$ cat config.mk
export PLATFORM = sky130hd
export DESIGN_NAME = pipe_stage_skid
export DESIGN_NICKNAME = d
export VERILOG_FILES = /design/src/rtl/pipe_stage_skid_pkg.sv /design/src/rtl/sat_counter.sv /design/src/rtl/pipe_stage_skid.sv
export SDC_FILE = /design/constraint.sdc
export NUM_CORES = 1
export LEC_CHECK = 0
export ABC_AREA = 1
export ABC_CLOCK_PERIOD_IN_PS = 16300
export BUFFER_PORTS_ARGS = -buffer_cell sky130_fd_sc_hd__buf_2
export CORE_MARGIN = 3
export CORE_UTILIZATION = 43
export CTS_CLUSTER_SIZE = 25
export DETAILED_ROUTE_END_ITERATION = 10
export PLACE_DENSITY_LB_ADDON = 0.05
export REMOVE_ABC_BUFFERS = 1
export SETUP_SLACK_MARGIN = 0.1
export SYNTH_ARGS = -nofsm -noshare
export SYNTH_HDL_FRONTEND = slang
export SYNTH_SLANG_ARGS = --single-unit
export TNS_END_PERCENT = 20
$ cat constraint.sdc
create_clock -name clk -period 16.3 [get_ports clk]
set_input_delay 4.89 -clock clk [delete_from_list [all_inputs] [get_ports clk]]
set_output_delay 4.89 -clock clk [all_outputs]
set_load 0.01 [all_outputs]
$ cat src/rtl/pipe_stage_skid_pkg.sv
// Shared types and defaults for the pipeline stage register with skid buffer.
// Bubbles carry an all-zero control field, so downstream write/mem enables stay inert.
package pipe_stage_skid_pkg;

  // Default EX/MEM payload: ctrl = {M[2:0], WB[1:0]}, data = branch_addr, alu_result, rd2, wr_addr.
  localparam int DEF_CTRL_W = 5;
  localparam int DEF_DATA_W = 101;
  localparam int DEF_CNT_W  = 16;

  typedef enum logic [1:0] {
    ST_EMPTY = 2'd0,
    ST_ONE   = 2'd1,
    ST_FULL  = 2'd2
  } state_e;

endpackage

$ cat src/rtl/sat_counter.sv
// Saturating up-counter: increments while en is high, sticks at all-ones.
module sat_counter #(
  parameter int W = 16
) (
  input  logic         clk,
  input  logic         reset,
  input  logic         en,
  output logic [W-1:0] cnt
);

  always_ff @(posedge clk or posedge reset) begin
    if (reset)                         cnt <= '0;
    else if (en && (cnt != {W{1'b1}})) cnt <= cnt + 1'b1;
  end

endmodule

$ cat src/rtl/pipe_stage_skid.sv
// Pipeline stage register with valid/ready handshake, optional 2-entry skid buffer,
// flush-to-bubble and a saturating stall-cycle counter.
module pipe_stage_skid
  import pipe_stage_skid_pkg::*;
#(
  parameter int CTRL_W  = DEF_CTRL_W,
  parameter int DATA_W  = DEF_DATA_W,
  parameter int SKID_EN = 1,
  parameter int CNT_W   = DEF_CNT_W
) (
  input  logic              clk,
  input  logic              reset,
  input  logic              in_valid,
  output logic              in_ready,
  input  logic [CTRL_W-1:0] in_ctrl,
  input  logic [DATA_W-1:0] in_data,
  input  logic              flush,
  output logic              out_valid,
  input  logic              out_ready,
  output logic [CTRL_W-1:0] out_ctrl,
  output logic [DATA_W-1:0] out_data,
  output logic [CNT_W-1:0]  stall_cnt
);

  state_e            state, state_nxt;
  logic [CTRL_W-1:0] main_ctrl, skid_ctrl;
  logic [DATA_W-1:0] main_data, skid_data;
  logic              load_main_in, load_main_skid, load_skid;

  assign out_valid = (state != ST_EMPTY);
  assign out_ctrl  = {CTRL_W{out_valid}} & main_ctrl;
  assign out_data  = main_data;

  // With the skid buffer, ready depends only on registered state, which breaks the
  // combinational ready path back to the upstream stage.
  assign in_ready = (SKID_EN != 0) ? (state != ST_FULL) : (!out_valid || out_ready);

  always_comb begin
    state_nxt      = state;
    load_main_in   = 1'b0;
    load_main_skid = 1'b0;
    load_skid      = 1'b0;
    if (flush) begin
      state_nxt = ST_EMPTY;
    end else begin
      case (state)
        ST_EMPTY: if (in_valid) begin
          state_nxt    = ST_ONE;
          load_main_in = 1'b1;
        end
        ST_ONE: begin
          if (out_ready) begin
            if (in_valid) load_main_in = 1'b1;
            else          state_nxt    = ST_EMPTY;
          end else if (in_valid && (SKID_EN != 0)) begin
            state_nxt = ST_FULL;
            load_skid = 1'b1;
          end
        end
        ST_FULL: if (out_ready) begin
          state_nxt      = ST_ONE;
          load_main_skid = 1'b1;
        end
        default: state_nxt = ST_EMPTY;
      endcase
    end
  end

  // Flush only zeroes the control fields; data holds so out_data changes only on a load.
  always_ff @(posedge clk or posedge reset) begin
    if (reset) begin
      state     <= ST_EMPTY;
      main_ctrl <= '0;
      main_data <= '0;
      skid_ctrl <= '0;
      skid_data <= '0;
    end else begin
      state <= state_nxt;
      if (flush) begin
        main_ctrl <= '0;
        skid_ctrl <= '0;
      end else begin
        if (load_main_in) begin
          main_ctrl <= in_ctrl;
          main_data <= in_data;
        end else if (load_main_skid) begin
          main_ctrl <= skid_ctrl;
          main_data <= skid_data;
        end
        if (load_skid) begin
          skid_ctrl <= in_ctrl;
          skid_data <= in_data;
        end
      end
    end
  end

  sat_counter #(.W(CNT_W)) u_stall_cnt (
    .clk   (clk),
    .reset (reset),
    .en    (out_valid && !out_ready),
    .cnt   (stall_cnt)
  );

endmodule
==> results of run 1 <==
worst max-delay path, cell delays in order:
cell and delay, ns:
sky130_fd_sc_hd__buf_2 0.13, sky130_fd_sc_hd__inv_1 0.08, sky130_fd_sc_hd__nand2_1 0.08, sky130_fd_sc_hd__nand3_2 0.08, sky130_fd_sc_hd__buf_4 0.54, sky130_fd_sc_hd__nand2_1 0.14, sky130_fd_sc_hd__clkinv_2 0.39, sky130_fd_sc_hd__buf_4 0.73
sky130_fd_sc_hd__nand2_1 0.14, sky130_fd_sc_hd__o211ai_1 0.12
path summary, 6_finish.rpt:
path	slack, ns	startpoint	cells past startpoint	to
setup reg to reg	13.45	state[0]	8	out_data[53]
setup / recovery	9.37	out_ready	10	out_data[53]
hold / removal	0.48	skid_data[19]	2	skid_data[19]
max in group asynchronous	9.79	reset	4	skid_data[22]
min in group asynchronous	4.46	reset	2	main_ctrl[2]
hold reg to reg	0.48	skid_data[19]	2	skid_data[19]
area by class of cell:
cell class / count / share of cell area
tap: 285 / 0.0294
multi-input combinational: 680 / 0.276
antenna: 2 / 0.000413
inverter: 137 / 0.0431
clock inverter: 10 / 0.0101
timing repair buffer: 241 / 0.101
clock buffer: 39 / 0.0652
sequential: 230 / 0.474
per-layer routing:
layer | vias to the layer above | global-route usage
met5 | - | 0
met4 | 6 | 0.0459
met3 | 44 | 0.0465
met2 | 210 | 0.300
met1 | 3657 | 0.273
li1 | 3968 | -
registers in the layout, summed over array words and instances, names as in the netlist:
| signal | count |
|---|---|
| main_ctrl | 5 |
| state | 2 |
| out_data | 101 |
| u_stall_cnt.cnt | 16 |
| skid_ctrl | 5 |
| skid_data | 101 |
report_power, final:
| part | switching, µW | internal, µW | total [µW] | leakage [µW] |
|---|---|---|---|---|
| logic | 200 | 143 | 343 | 0.00299 |
| clock network | 239 | 370 | 609 | 0.000455 |
| registers | 75.1 | 723 | 798 | 0.00280 |
kinds of logic (layout without fill, tap and decap cells):
logic type | Yosys count | in the layout | share of synthesized area
AOI/OAI and AO/OA | 220 | 220 | 0.153
buffers and inverters | 194 | 427 | 0.0880
xor gates and xnor gates | 7 | 7 | 0.00614
other | 0 | 2 | 0
DFF | 230 | 230 | 0.577
and+or+nand+nor | 452 | 452 | 0.175
adders and majority gates | 1 | 1 | 0.00125
layout by cell type (no fill, tap or decap):
master                      instances
sky130_fd_sc_hd__clkinv_4           2
sky130_fd_sc_hd__buf_4              7
sky130_fd_sc_hd__o21ai_2            2
sky130_fd_sc_hd__clkbuf_1           5
sky130_fd_sc_hd__inv_1            130
sky130_fd_sc_hd__nand3_1            9
sky130_fd_sc_hd__xnor2_1            7
sky130_fd_sc_hd__bufinv_16          2
sky130_fd_sc_hd__a21oi_2           38
sky130_fd_sc_hd__clkbuf_8           7
sky130_fd_sc_hd__inv_2              5
sky130_fd_sc_hd__o21ai_1           16
sky130_fd_sc_hd__nand4_1            7
sky130_fd_sc_hd__clkinv_2           6
sky130_fd_sc_hd__or2_4              1
sky130_fd_sc_hd__clkbuf_16         27
sky130_fd_sc_hd__o21ai_4            1
sky130_fd_sc_hd__dfrtp_1          230
sky130_fd_sc_hd__inv_16             1
sky130_fd_sc_hd__nor2_2             1
sky130_fd_sc_hd__nand2_1          352
sky130_fd_sc_hd__nor2_1            79
sky130_fd_sc_hd__nand3_2            3
sky130_fd_sc_hd__o21ai_0           37
sky130_fd_sc_hd__inv_8              1
sky130_fd_sc_hd__ha_1               1
sky130_fd_sc_hd__a21oi_1           15
sky130_fd_sc_hd__diode_2            2
sky130_fd_sc_hd__o211ai_1         101
sky130_fd_sc_hd__o22ai_1           10
sky130_fd_sc_hd__buf_2            234
through the flow:
step,utilization,instances,hold slack [ns]
after global placement,0.494,1573,0.467
after CTS,0.534,1622,0.483
final,0.534,1624,0.484
after detailed placement,0.494,1573,0.467
after global routing,0.534,1623,0.503
after floorplan,-,1047,0.449
==> PnR_summary.wiki, run 1 <==
{| class="wikitable"
! Metric !! Value
|-
| Yosys Warn Count || 0
|-
| Met3 layer wire length in the routed design || approximately 1.6 mm
|-
| Number of antenna violations at the first check in global routing || 4
|-
| CP Class || input port to flip-flop
|-
| Maximum number of pins on one net before global-route repair || between 100 and 150
|-
| Clk Tree Root Cell || sky130_fd_sc_hd__clkbuf_16
|-
| Leading post-synthesis cells by cell area || sky130_fd_sc_hd__dfrtp_1 58%, sky130_fd_sc_hd__nand2_1 13%, sky130_fd_sc_hd__o211ai_1 7.6%
|-
| Number of filler cells placed in the layout || approximately 2,100
|-
| Average vias per placed instance || slightly below 5
|-
| Initial drt markers || a little under 500
|-
| Register clock-pin slew on the reported worst setup and hold paths || ~0.06 ns
|-
| Library cell with the largest summed area after synthesis || sky130_fd_sc_hd__dfrtp_1
|-
| Relative max-transition margin || 0.311
|-
| Number of top-level design ports || around 240
|-
| GR Util All Layers || 0.192
|-
| Routed via count || 7,885
|-
| Met2 wirelength from detailed routing || between 10 and 15 mm
|-
| Post-layout min period || just under 7 ns
|-
| Skew final || between 0.01 and 0.015 ns
|-
| Share of the yosys chip area belonging to registers || 0.577
|-
| Chip width || around 160 µm
|-
| Period Utilization, post-route || 0.425
|-
| Global-route wire length before repair || roughly 40 mm
|-
| Setup violators final || 0
|-
| Total Routed Length || approximately 24 mm
|-
| Async set-reset flop share out of synthesis || 1.00
|-
| Final Max Slew Viols || 0
|-
| Half-perimeter wire length of the detailed placement result || 15.1 mm
|-
| Yosys reg bits || between 200 and 250
|-
| Endpoint type of the worst setup path || flip-flop
|-
| Mapped Cells || 1,104
|-
| Unrepaired setup endpoints after global routing || false
|-
| Number of global-route vias before repair || between 7,000 and 8,000
|-
| Area growth syn-to-layout || 21.6%
|-
| Combined flip-flop and latch cell area || roughly 5800 µm²
|-
| Kind of start point of the critical path || input port
|-
| Total power after layout || approximately 1700 µW
|-
| CTS tree || built
|-
| Std cell rows || 55
|-
| Residual antenna-violating net count after detailed routing || 0
|-
| Critical path data required time || around 17 ns
|-
| Hold Crit Class || flip-flop to flip-flop
|-
| Data arrival at the endpoint of the critical path || about 7.4 ns
|-
| Count of clock tree sinks || 230
|-
| Static leakage || ~0.0062 µW
|-
| Count of max-cap constraint violations || 0
|-
| Initial Util || 0.439
|-
| Post-Synthesis Cell Area || 9980 µm²
|-
| Highest fanout seen on the critical path || 71
|-
| Post-route DRC || 0
|-
| Final-stage net count || approximately 1,400
|-
| Top routing layer in use || met5
|-
| # Post-CTS Setup Buffers || 0
|-
| Clk_lat worst skew || roughly 0.54 ns
|-
| Yosys top cell area share || 0.577
|-
| Deepest clock path buffer count || 3
|-
| Cell area after placement || around 11,000 µm²
|-
| Number of synthesized flops with an enable pin || 0
|-
| DP Worst Slack || around 8.8 ns
|-
| Number of I/O port buffers || approximately 230
|-
| Fraction of final layout cells with drive strength greater than 1 || 0.253
|-
| Placer congestion estimate || between 0.8 and 0.9
|-
| Leftover overflow at the end of global routing || 0
|-
| Post-CTS Resized || 0
|-
| Length of routed wiring on met1 || 11.3 mm
|-
| Most common cell in the synthesized netlist || sky130_fd_sc_hd__nand2_1
|-
| Detailed-route wire length per cell || between 10 and 15 µm
|-
| Die outline area || around 25,000 µm²
|-
| Actual transition at the worst max-transition pin || ~1.0 ns
|-
| Flip-flop cell with the highest count after synthesis || sky130_fd_sc_hd__dfrtp_1
|-
| Fmax || roughly 140 MHz
|-
| Chip height || approximately 160 µm
|-
| Synth unique cells || 25
|-
| Post-route cell area || around 12,000 µm²
|-
| Average cell area after synthesis || 9.04 µm²
|-
| Most frequent cells after synthesis || 352 x sky130_fd_sc_hd__nand2_1, 230 x sky130_fd_sc_hd__dfrtp_1, 132 x sky130_fd_sc_hd__inv_1
|-
| Worst IR drop on VDD || about 75 µV
|-
| Final critical-path setup slack || 9.37 ns
|-
| Post-CTS Hold Fix Bufs || 0
|-
| Number of H-tree levels || 1
|-
| Total CTS buffers || 27
|-
| Ratio of total power to cell area || between 100 and 150 nW/µm²
|-
| Detailed-router iteration count before antenna repair || 5
|-
| Area of the core region || 22,700 µm²
|-
| Multi-input logic area || 3350 µm²
|-
| Outcome || finished clean
|-
| Final Hold Vio Count || 0
|-
| Total negative slack || 0 ns
|}
Power figures use the tool's default switching activity.
==> inputs of run 2 (changes only) <==
--- a/config.mk
+++ b/config.mk
@@ -6,7 +6,7 @@
 export NUM_CORES = 1
 export LEC_CHECK = 0
 export ABC_AREA = 1
-export ABC_CLOCK_PERIOD_IN_PS = 16300
+export ABC_CLOCK_PERIOD_IN_PS = 6700
 export BUFFER_PORTS_ARGS = -buffer_cell sky130_fd_sc_hd__buf_2
 export CORE_MARGIN = 3
 export CORE_UTILIZATION = 43
==> constraint.sdc (replaced) <==
create_clock -name clk -period 6.7 [get_ports clk]
set_input_delay 2.01 -clock clk [delete_from_list [all_inputs] [get_ports clk]]
set_output_delay 2.01 -clock clk [all_outputs]
set_load 0.01 [all_outputs]
==> PnR_summary.wiki, run 2 (synthesis results as in run 1) <==
{| class="wikitable"
! Metric !! Value
|-
| Outcome || finished clean
|-
| Fraction of final layout cells with drive strength greater than 1 || 0.250
|-
| Skew final || roughly 0.009 ns
|-
| Chip height || about 160 µm
|-
| Std cell rows || 55
|-
| Number of I/O port buffers || roughly 230
|-
| Total power after layout || ~4200 µW
|-
| Final-stage net count || 1,428
|-
| Combinational share of power || 0.200
|-
| R2R Path End || main_ctrl[1]
|-
| Worst IR drop on VDD || 234 µV
|-
| Data arrival at the endpoint of the critical path || approximately 4.2 ns
|-
| Deepest clock path buffer count || 3
|-
| Internal cell power || approximately 2900 µW
|-
| Chip width || 158 µm
|-
| Global-route wire length before repair || 38.9 mm
|-
| Count of max-cap constraint violations || 0
|-
| Most used cells in the layout excluding fill and tap cells || 352 x sky130_fd_sc_hd__nand2_1, 234 x sky130_fd_sc_hd__buf_2, 230 x sky130_fd_sc_hd__dfrtp_1, 130 x sky130_fd_sc_hd__inv_1, 101 x sky130_fd_sc_hd__o211ai_1
|-
| Unrepaired setup endpoints after global routing || false
|-
| Register clock-pin slew on the reported worst setup and hold paths || around 0.060 ns
|-
| Number of H-tree levels || 1
|-
| Area growth syn-to-layout || 21.0%
|-
| Worst-case reg-to-reg path depth || 8
|-
| Final standard cell utilization of the core || 0.532
|-
| Highest fanout seen on the critical path || 53
|-
| CP Class || input port to flip-flop
|-
| Kind of start point of the critical path || input port
|-
| Net Sw Frac || 0.293
|-
| Area of the core region || roughly 23,000 µm²
|-
| Post-CTS Hold Fix Bufs || 0
|-
| Fmax || ~270 MHz
|-
| Switching power of the nets || around 1200 µW
|-
| Total negative slack || 0 ns
|-
| Static leakage || between 0.006 and 0.007 µW
|-
| Post-layout min period || 3.76 ns
|-
| Final Max Slew Viols || 0
|-
| Residual antenna-violating net count after detailed routing || 0
|-
| Setup violators final || 0
|-
| Routed via count || between 7,000 and 8,000
|-
| Critical Path Max Stage Delay || approximately 0.57 ns
|-
| Cells traversed along the worst timing path || buf_2 > nor2_1 > nand3_2 > buf_4 > inv_2 > nor2_1 > inv_1 > nand2_1 > nand2_1
|-
| Initial Util || 0.439
|-
| Number of global-route vias before repair || between 7,000 and 8,000
|-
| Ratio of total power to cell area || around 350 nW/µm²
|-
| Die outline area || 25,100 µm²
|-
| FF-to-FF Start || state[0]
|-
| Maximum number of pins on one net before global-route repair || between 100 and 150
|-
| Hold Crit Class || flip-flop to flip-flop
|-
| Cell count after placement || approximately 1,600
|-
| Placer congestion estimate || 0.829
|-
| Setup slack of the most critical reg-to-reg path || 4.03 ns
|-
| Final cell count without fillers || approximately 1,600
|-
| Post-CTS Resized || 0
|-
| Actual transition at the worst max-transition pin || roughly 1 ns
|-
| Initial drt markers || 450
|-
| # Post-CTS Setup Buffers || 0
|-
| Period Utilization, post-route || 0.561
|-
| Part of the total power dissipated in sequential elements || 0.467
|-
| Number of top-level design ports || 235
|-
| Critical path data required time || between 7 and 8 ns
|-
| Average vias per placed instance || 4.83
|-
| Post-route DRC || 0
|-
| Clk_lat worst skew || 0.51 ns
|-
| Share of power burned in the clock network || 0.333
|-
| CTS tree || built
|-
| Startpoint of the most critical hold path || main_ctrl[2]
|-
| Count of clock tree sinks || between 200 and 250
|-
| Critical Path Slowest Stage Cell || sky130_fd_sc_hd__inv_2
|-
| Final Hold Vio Count || 0
|-
| Number of antenna violations at the first check in global routing || 3
|-
| WHS Path Cells || 2
|-
| Total Routed Length || around 24 mm
|-
| Most common cell after layout, fill and taps aside || sky130_fd_sc_hd__nand2_1
|-
| Endpoint type of the worst setup path || flip-flop
|-
| Detailed-route wire length per cell || between 10 and 15 µm
|-
| Detailed-router iteration count before antenna repair || 7
|-
| Half-perimeter wire length of the detailed placement result || 15.2 mm
|-
| End point of the worst hold path || main_ctrl[2]
|-
| GR Util All Layers || 0.191
|-
| Clk Tree Root Cell || sky130_fd_sc_hd__clkbuf_16
|-
| Relative max-transition margin || 0.335
|-
| Leftover overflow at the end of global routing || 0
|-
| WHS || ~0.48 ns
|-
| Total CTS buffers || 26
|}
[run 2: cell count changes in the layout (fill, tap and decap cells not counted)]
| cell | before | now |
|---|---|---|
| sky130_fd_sc_hd__clkinv_2 | 6 | 2 |
| sky130_fd_sc_hd__clkbuf_8 | 7 | 10 |
| sky130_fd_sc_hd__bufinv_16 | 2 | 0 |
| sky130_fd_sc_hd__buf_12 | 0 | 1 |
| sky130_fd_sc_hd__buf_4 | 7 | 6 |
| sky130_fd_sc_hd__clkbuf_1 | 5 | 6 |
| sky130_fd_sc_hd__clkinv_4 | 2 | 1 |
| sky130_fd_sc_hd__diode_2 | 2 | 1 |
| sky130_fd_sc_hd__inv_16 | 1 | 0 |
[run 2: stage by stage]
stage | worst slack, ns | area, µm²
floorplan | -1.61 | 9620
CTS | 2.91 | 12100
global route | 2.73 | 12100
detailed placement | 2.37 | 11200
global placement | 2.42 | 11200
finish | 2.94 | 12100
[run 2: area by class of cell]
type / instances / area, µm²
diodes: 1 / 2.50
clock buffers: 43 / 836
clock inverters: 2 / 13.8
fillers: 2159 / 10600
inverters: 137 / 523
multi-input cells: 680 / 3350
flip-flops and latches: 230 / 5760
well taps: 285 / 357
repair buffers: 241 / 1240
[run 2: power groups by stage]
stage	clock, µW	combinational [µW]	sequential, µW
2_1_floorplan	0	471	2010
3_3_place_gp	0	827	1960
3_5_place_dp	0	850	1970
4_1_cts	1430	850	1950
5_1_grt	1480	962	2000
6_report	1390	832	1950
[run 2: worst max path at each step]
stage	from	to	slack, ns	cells after the start
floorplan	reset	main_ctrl[0]	-1.61	1
global placement	flush	main_ctrl[3]	2.42	9
detailed placement	flush	main_ctrl[1]	2.37	9
CTS	flush	main_ctrl[1]	2.91	9
global route	flush	main_ctrl[3]	2.73	9
finish	flush	main_ctrl[1]	2.94	9
[run 2: layer usage]
| layer | track usage | share of wire | up-vias |
|---|---|---|---|
| li1 | - | - | 3954 |
| met5 | 0 | 0.00058 | - |
| met3 | 0.0359 | 0.060 | 38 |
| met2 | 0.303 | 0.45 | 209 |
| met4 | 0.0471 | 0.025 | 4 |
| met1 | 0.273 | 0.47 | 3622 |
[run 2: worst max-delay path, delay by kind of cell]
family                 cells  cell delay, ns
buffers and inverters      4            1.36
AND/OR/NAND/NOR            5            0.76
